==> src/rtl/uart_tx_queue.sv <==
// Byte queue feeding async_transmitter: buffers producer writes and issues one tx_start per byte.
// Optional UART_TXQ_STATS_EN adds saturating sent_cnt / timeout_cnt outputs.
module uart_tx_queue #(
  parameter int unsigned DEPTH_LOG2   = 4,
  parameter int unsigned DATA_W       = 8,
  parameter int unsigned BUSY_TIMEOUT = 15
) (
  input  logic                  clk,
  input  logic                  reset,
  input  logic                  wr_en,
  input  logic [DATA_W-1:0]     wr_data,
  output logic                  full,
  output logic [DEPTH_LOG2:0]   count,
  output logic                  overflow,
  output logic                  idle,
  output logic                  tx_start,
  output logic [DATA_W-1:0]     tx_data,
`ifdef UART_TXQ_STATS_EN
  output logic [15:0]           sent_cnt,
  output logic [7:0]            timeout_cnt,
`endif
  input  logic                  tx_busy
);

  localparam int unsigned DEPTH = 1 << DEPTH_LOG2;
  localparam int unsigned TW    = (BUSY_TIMEOUT < 1) ? 1 : $clog2(BUSY_TIMEOUT + 1);

  localparam logic [DEPTH_LOG2:0]   CNT_FULL = (DEPTH_LOG2 + 1)'(DEPTH);
  localparam logic [DEPTH_LOG2:0]   CNT_ONE  = (DEPTH_LOG2 + 1)'(1);
  localparam logic [DEPTH_LOG2-1:0] PTR_ONE  = DEPTH_LOG2'(1);
  localparam logic [TW-1:0]         TMR_MAX  = TW'(BUSY_TIMEOUT);
  localparam logic [TW-1:0]         TMR_ONE  = TW'(1);

  typedef enum logic [1:0] {IDLE, START, WAIT_BUSY, WAIT_DONE} stateT;

  stateT                  state;
  logic [DATA_W-1:0]      mem [DEPTH];
  logic [DEPTH_LOG2-1:0]  wrPtr;
  logic [DEPTH_LOG2-1:0]  rdPtr;
  logic [TW-1:0]          timer;
  logic                   wrAccept;
  logic                   pop;
  logic                   timeoutHit;

  assign full = (count == CNT_FULL);
  assign idle = (count == '0) && (state == IDLE);

  // Both decisions use registered count, so a pop never frees space for a same-cycle write.
  always_comb begin
    wrAccept   = wr_en && !full;
    pop        = (state == IDLE) && (count != '0) && !tx_busy;
    timeoutHit = (state == WAIT_BUSY) && !tx_busy && (timer == TMR_MAX);
  end

  always_ff @(posedge clk) begin
    if (wrAccept) mem[wrPtr] <= wr_data;
  end

  always_ff @(posedge clk) begin
    if (reset) begin
      state    <= IDLE;
      wrPtr    <= '0;
      rdPtr    <= '0;
      count    <= '0;
      overflow <= 1'b0;
      tx_start <= 1'b0;
      tx_data  <= '0;
      timer    <= '0;
    end else begin
      if (wrAccept)          wrPtr    <= wrPtr + PTR_ONE;
      if (wr_en && full)     overflow <= 1'b1;
      if (pop)               rdPtr    <= rdPtr + PTR_ONE;
      if (wrAccept && !pop)  count    <= count + CNT_ONE;
      if (pop && !wrAccept)  count    <= count - CNT_ONE;

      tx_start <= 1'b0;
      case (state)
        IDLE: begin
          if (pop) begin
            tx_data  <= mem[rdPtr];
            tx_start <= 1'b1;
            state    <= START;
          end
        end
        START: begin
          timer <= '0;
          state <= WAIT_BUSY;
        end
        WAIT_BUSY: begin
          // A byte whose start is never acknowledged counts as consumed; no retry.
          if (tx_busy)         state <= WAIT_DONE;
          else if (timeoutHit) state <= IDLE;
          else                 timer <= timer + TMR_ONE;
        end
        WAIT_DONE: begin
          if (!tx_busy) state <= IDLE;
        end
        default: state <= IDLE;
      endcase
    end
  end

`ifdef UART_TXQ_STATS_EN
  always_ff @(posedge clk) begin
    if (reset) begin
      sent_cnt    <= '0;
      timeout_cnt <= '0;
    end else begin
      if ((state == START) && (sent_cnt != '1))  sent_cnt    <= sent_cnt + 16'd1;
      if (timeoutHit && (timeout_cnt != '1))     timeout_cnt <= timeout_cnt + 8'd1;
    end
  end
`endif

endmodule
==> config.mk <==
export PLATFORM = sky130hd
export DESIGN_NAME = uart_tx_queue
export DESIGN_NICKNAME = d
export VERILOG_FILES = /design/src/rtl/uart_tx_queue.sv
export SDC_FILE = /design/constraint.sdc
export NUM_CORES = 1
export LEC_CHECK = 0
export BUFFER_PORTS_ARGS = -buffer_cell sky130_fd_sc_hd__buf_4
export CAP_MARGIN = 40
export CORE_ASPECT_RATIO = 1.1
export CORE_MARGIN = 2
export CORE_UTILIZATION = 55
export CTS_CLUSTER_SIZE = 20
export DETAILED_ROUTE_END_ITERATION = 8
export PLACE_DENSITY_LB_ADDON = 0.1
export RECOVER_POWER = 50
export SYNTH_ARGS = -nofsm -noshare
export SYNTH_HDL_FRONTEND = slang
export SYNTH_SLANG_ARGS = --single-unit
==> constraint.sdc <==
create_clock -name clk -period 2.87 [get_ports clk]
set_input_delay 0.574 -clock clk [delete_from_list [all_inputs] [get_ports clk]]
set_output_delay 0.574 -clock clk [all_outputs]
set_load 0.01 [all_outputs]
* Word-level counts from Yosys, hierarchy flattened
Memories as Yosys holds them, arrays and structs flattened. A register that Yosys moved wholly into a read port is not among the register bits. Cells that the tools add are included.
Word-level totals: flip-flop bits (word level) 21, memories 1, word-level logic and storage cells 59, input bits 12, RAM bits 128, output and inout port bits 17
Memories:
- mem | depth 16, width 8, read ports 1, clocked after memory_dff 1, wr ports 1, RTL line 37 | logic [DATA_W-1:0] mem [DEPTH];
Cells by class: multiplexer cells 13, equal/unequal tests 10, bitwise gates (word level) 1, reductions and logical operators 22, $add $sub $neg 5
Operator list (number):
- $add 4x1->4 const B | 3
- $mux 5 | 2
- $logic_and 1x1->1 | 9
- $mux 2 | 4
- $mux 4 | 2
- $ne 2x2->1 const B | 4
- $pmux 2 s4 | 1
- $pmux 4 s2 | 1
- $reduce_and 3->1 | 2
- $add 5x1->5 const B | 1
- $eq 5x5->1 const B | 1
- $logic_not 5->1 | 1
- $reduce_bool 5->1 | 1
- $sub 5x1->5 const B | 1
- $eq 2x2->1 const B | 2
- $eq 4x4->1 const B | 1
- $logic_not 1->1 | 4
- $reduce_bool 2->1 | 2
- $mux 1 | 3
- $ne 3x3->1 const B | 1
- $eq 2x1->1 const B | 1
- $logic_not 2->1 | 1
- $reduce_and 2->1 | 1
- $reduce_or 2->1 | 1
- $not 1->1 | 1

* Logic depth before layout (Yosys ltp)
depth in word-level cells 7, mapped depth 12, mapped depth without buffers 10

* Worst setup path before layout
Ideal clock, no wire load.
path kind input port to flip-flop, start point input tx_busy, end point register count[4], required time 2747 ps, setup slack -49 ps, library setup time 123 ps, path buffers 2, data arrival time 2796 ps, stages on the path 11, cell sequence nor3_2 > a21boi_1 > buf_2 > ha_1 > clkbuf_1 > xor2_1 > ha_1 > a21oi_1 > or3_1 > a31oi_1 > mux2_1
On the way: longest elaborated chain between the ends 5, elaborated cells on any way between the ends 7, those cells by class mux: 1; reduce/logical: 6
RTL lines:
- start: declaration | RTL line 22 | input logic tx_busy
- $logic_not 1->1 *
- $logic_and 1x1->1 * | RTL line 51 | pop = (state == IDLE) && (count != '0) && !tx_busy;
- via pop | RTL line 42 | logic pop;
- $logic_not 1->1 | RTL line 73 | if (wrAccept && !pop) count <= count + CNT_ONE;
- $logic_and 1x1->1 | RTL line 73
- $reduce_bool 2->1 (no line)
- end signal: assignment | RTL line 73
- end signal: assignment | RTL line 74 | if (pop && !wrAccept) count <= count - CNT_ONE;
- end: declaration | RTL line 13 | output logic [DEPTH_LOG2:0] count,
The timed path passes the listed nets; every way through them passes the cells marked *. A chain may end at the register's enable or synchronous reset.

* Final worst setup path
start point register count[0], end point register count[4]
On the way: longest elaborated chain between the ends 6, elaborated cells on any way between the ends 15, those cells by class add/sub: 2; eq/ne: 1; mux: 2; reduce/logical: 10
RTL lines:
- branches (longest 6 deep; another with $add 5x1->5)
Several ways; the timed one is not identified. The select of a mux whose other input is x is not followed.

==> results.cfg <==
[clock_network]
cts.sinks = 157
numCtsBuffers = 17
postCtsSetupRepairBufs = 0
clkLatencyLatePin_ns = 0.42
ctsResizeCount = 0
cts_tree = yes
ctsHoldBuffers = 0
cts.path.max_buffers = 2
cts_root_buf = clkbuf_16
clkSlewWorstSetupHoldPaths_ns = 0.06
h-tree-depth = 4

[power]
power_density_nw_per_um2 = 798
vdd_ir_drop_max_v = 0.000676
p_leak_nw = 2.38

[synthesis]
netlist_top_cells_area = edfxtp_1 60%, dfxtp_1 9.0%, mux2i_1 7.0%
ys_top_cells_by_count = 128 x edfxtp_1, 45 x mux2i_1, 42 x nor2_1
ys_seq_area_share_pct = 68.5
ys_warn_count = 0
syn_inst = 415
synth.distinct_cells = 50
ys.flop_type = edfxtp_1
yosysMostFrequentCell = edfxtp_1
async_flop_share_pct = 0
yosys.area.top_type = edfxtp_1
yosys_register_bits = 157
synth-edff-count = 128
synth_top_area_share_pct = 59.5
syn_area_per_cell_um2 = 15.6
synth_nets = 436
syn_area_um2 = 6460

[cells_and_area]
fillers = 847
area_delta_synth_final_pct = 13.7
num-nets-final = 480
num_antenna_cells = 0
drive_gt1_share_pct = 16.9

[outcome]
outcome = completed

[sta]
final-setup-viol-count = 0
fin_ws_ns = 0.257
worst_slew_pin_slew_ns = 1.02
finalCritPeriodShare_pct = 91.1
tns_ns = 0
rsz0062_at_grt = no
fin_worst_skew_ns = 0.00586
fmax_mhz = 383
fin_crit_ns = 2.61
maxSlewViolCount = 0
slew_headroom_pct = 31.9
finalHoldViolCount = 0

[routing]
wl_per_cell_um = 19.9
wirelength_um = 12300
vias_per_cell = 5.76
vias = 3584
detail_route.iter0.violations = 240
first_pass_iters = 5
drc = 0
ant_nets = 0

[worst_setup_path]
cp.arrival_ns = 2.92
path_class = reg -> reg
cp_data_required_time_ns = 3.18
critPathMaxFanout = 3
start_kind = flip-flop
critPathCaptureType = flip-flop

[floorplan]
coreArea_um2 = 11400
initial_core_util_pct = 56.5
dieHeight_um = 118
die_w_um = 107
core.rowCount = 41
io_pins = 29
die_area_um2 = 12600

[placed_design]
io_buffers = 28
preCtsSetupSlack_ns = 0.0984
place_hpwl_um = 8090
globalplace.congestion = 0.831

[grt]
grt_pass1_wl_um = 19500
antenna_found_initial = 0
grt_use_total_pct = 21.4
grt_overflow = 0
grt_max_degree = 47
first_global_vias = 3500

[worst_hold_path]
hp-class = in -> reg

[flow_run]
cap_violations = 0
## stage by stage
stage	total power [mW]	hold WS [ns]	instance area, um^2	cells	utilization (%)
detailed placement	3.92	0.484	6880	590	60.1
floorplan	3.52	0.460	6460	415	-
finish	5.85	0.410	7340	622	64.2
global placement	3.90	0.465	6880	590	60.1
global route	6.12	0.451	7340	622	64.2
CTS	5.98	0.402	7420	622	64.9
## power breakdown
group          leakage [nW]  switching (mW)  internal [mW]  total, mW
combinational         0.738           0.630          0.443       1.07
clock                 0.248           0.879           1.18       2.06
sequential             1.39           0.104           2.62       2.72
## cells by family (layout without fill, tap and decap cells)
group	Yosys count	in the layout	share of synthesized area, %
mux	59	59	11.7
flops	157	157	68.5
xor+xnor	11	11	1.49
compound gates	52	52	6.24
buf+inv	29	86	2.71
simple gates	98	98	7.63
fa+ha+maj	9	9	1.74
## sequential cells by signal, indices dropped and copies added, names as in the netlist
signal,cells
mem,128
tx_data,8
count,5
rdPtr,4
timer,4
wrPtr,4
state,2
overflow,1
tx_start,1
## final cells by class
| cell class | instances | area (um^2) | area share (%) |
|---|---|---|---|
| inverter | 5 | 18.8 | 0.256 |
| clock buffer | 17 | 425 | 5.80 |
| multi-input combinational | 229 | 1850 | 25.3 |
| sequential | 157 | 4430 | 60.3 |
| tap | 150 | 188 | 2.56 |
| clock inverter | 15 | 124 | 1.69 |
| timing repair buffer | 49 | 305 | 4.16 |
## critical path, cell delays in order (launching register included)
cell	delay, ns
dfxtp_1	0.31
nor4_2	0.45
a21boi_2	0.12
inv_1	0.09
ha_1	0.19
xor2_1	0.17
ha_1	0.18
a21oi_1	0.07
or3_1	0.36
a31oi_1	0.22
mux2_1	0.33
## placed cells by master, fill, tap and decap left out, drive strengths merged, types with 6 or more instances in the layout
cell type  count
dfxtp         29
nor3          12
nand3          6
mux4          11
buf           29
a21oi          6
xor2           9
edfxtp       128
ha             9
clkinvlp       7
clkbuf        37
mux2i         45
a311oi         9
inv            6
clkinv         6
nand2         12
o22ai         22
nor2b          6
nor2          42
## final timing paths
| kind | from | endpoint | slack [ns] | cells past startpoint |
|---|---|---|---|---|
| setup / recovery | count[0] | count[4] | 0.26 | 10 |
| hold reg to reg | timer[1] | timer[1] | 0.49 | 2 |
| setup reg to reg | count[0] | count[4] | 0.26 | 10 |
| hold / removal | tx_busy | state[0] | 0.41 | 3 |
## routing by layer
| layer | wire length [um] | global-route usage [%] | share of wire, % | up-vias |
|---|---|---|---|---|
| met5 | 0 | 0 | 0 | - |
| met4 | 461 | 11.7 | 3.7 | 0 |
| met3 | 609 | 5.20 | 4.9 | 25 |
| met2 | 6120 | 33.8 | 50 | 99 |
| met1 | 5160 | 27.2 | 42 | 1764 |
| li1 | - | - | - | 1696 |
(Power assumes the default switching activity.)
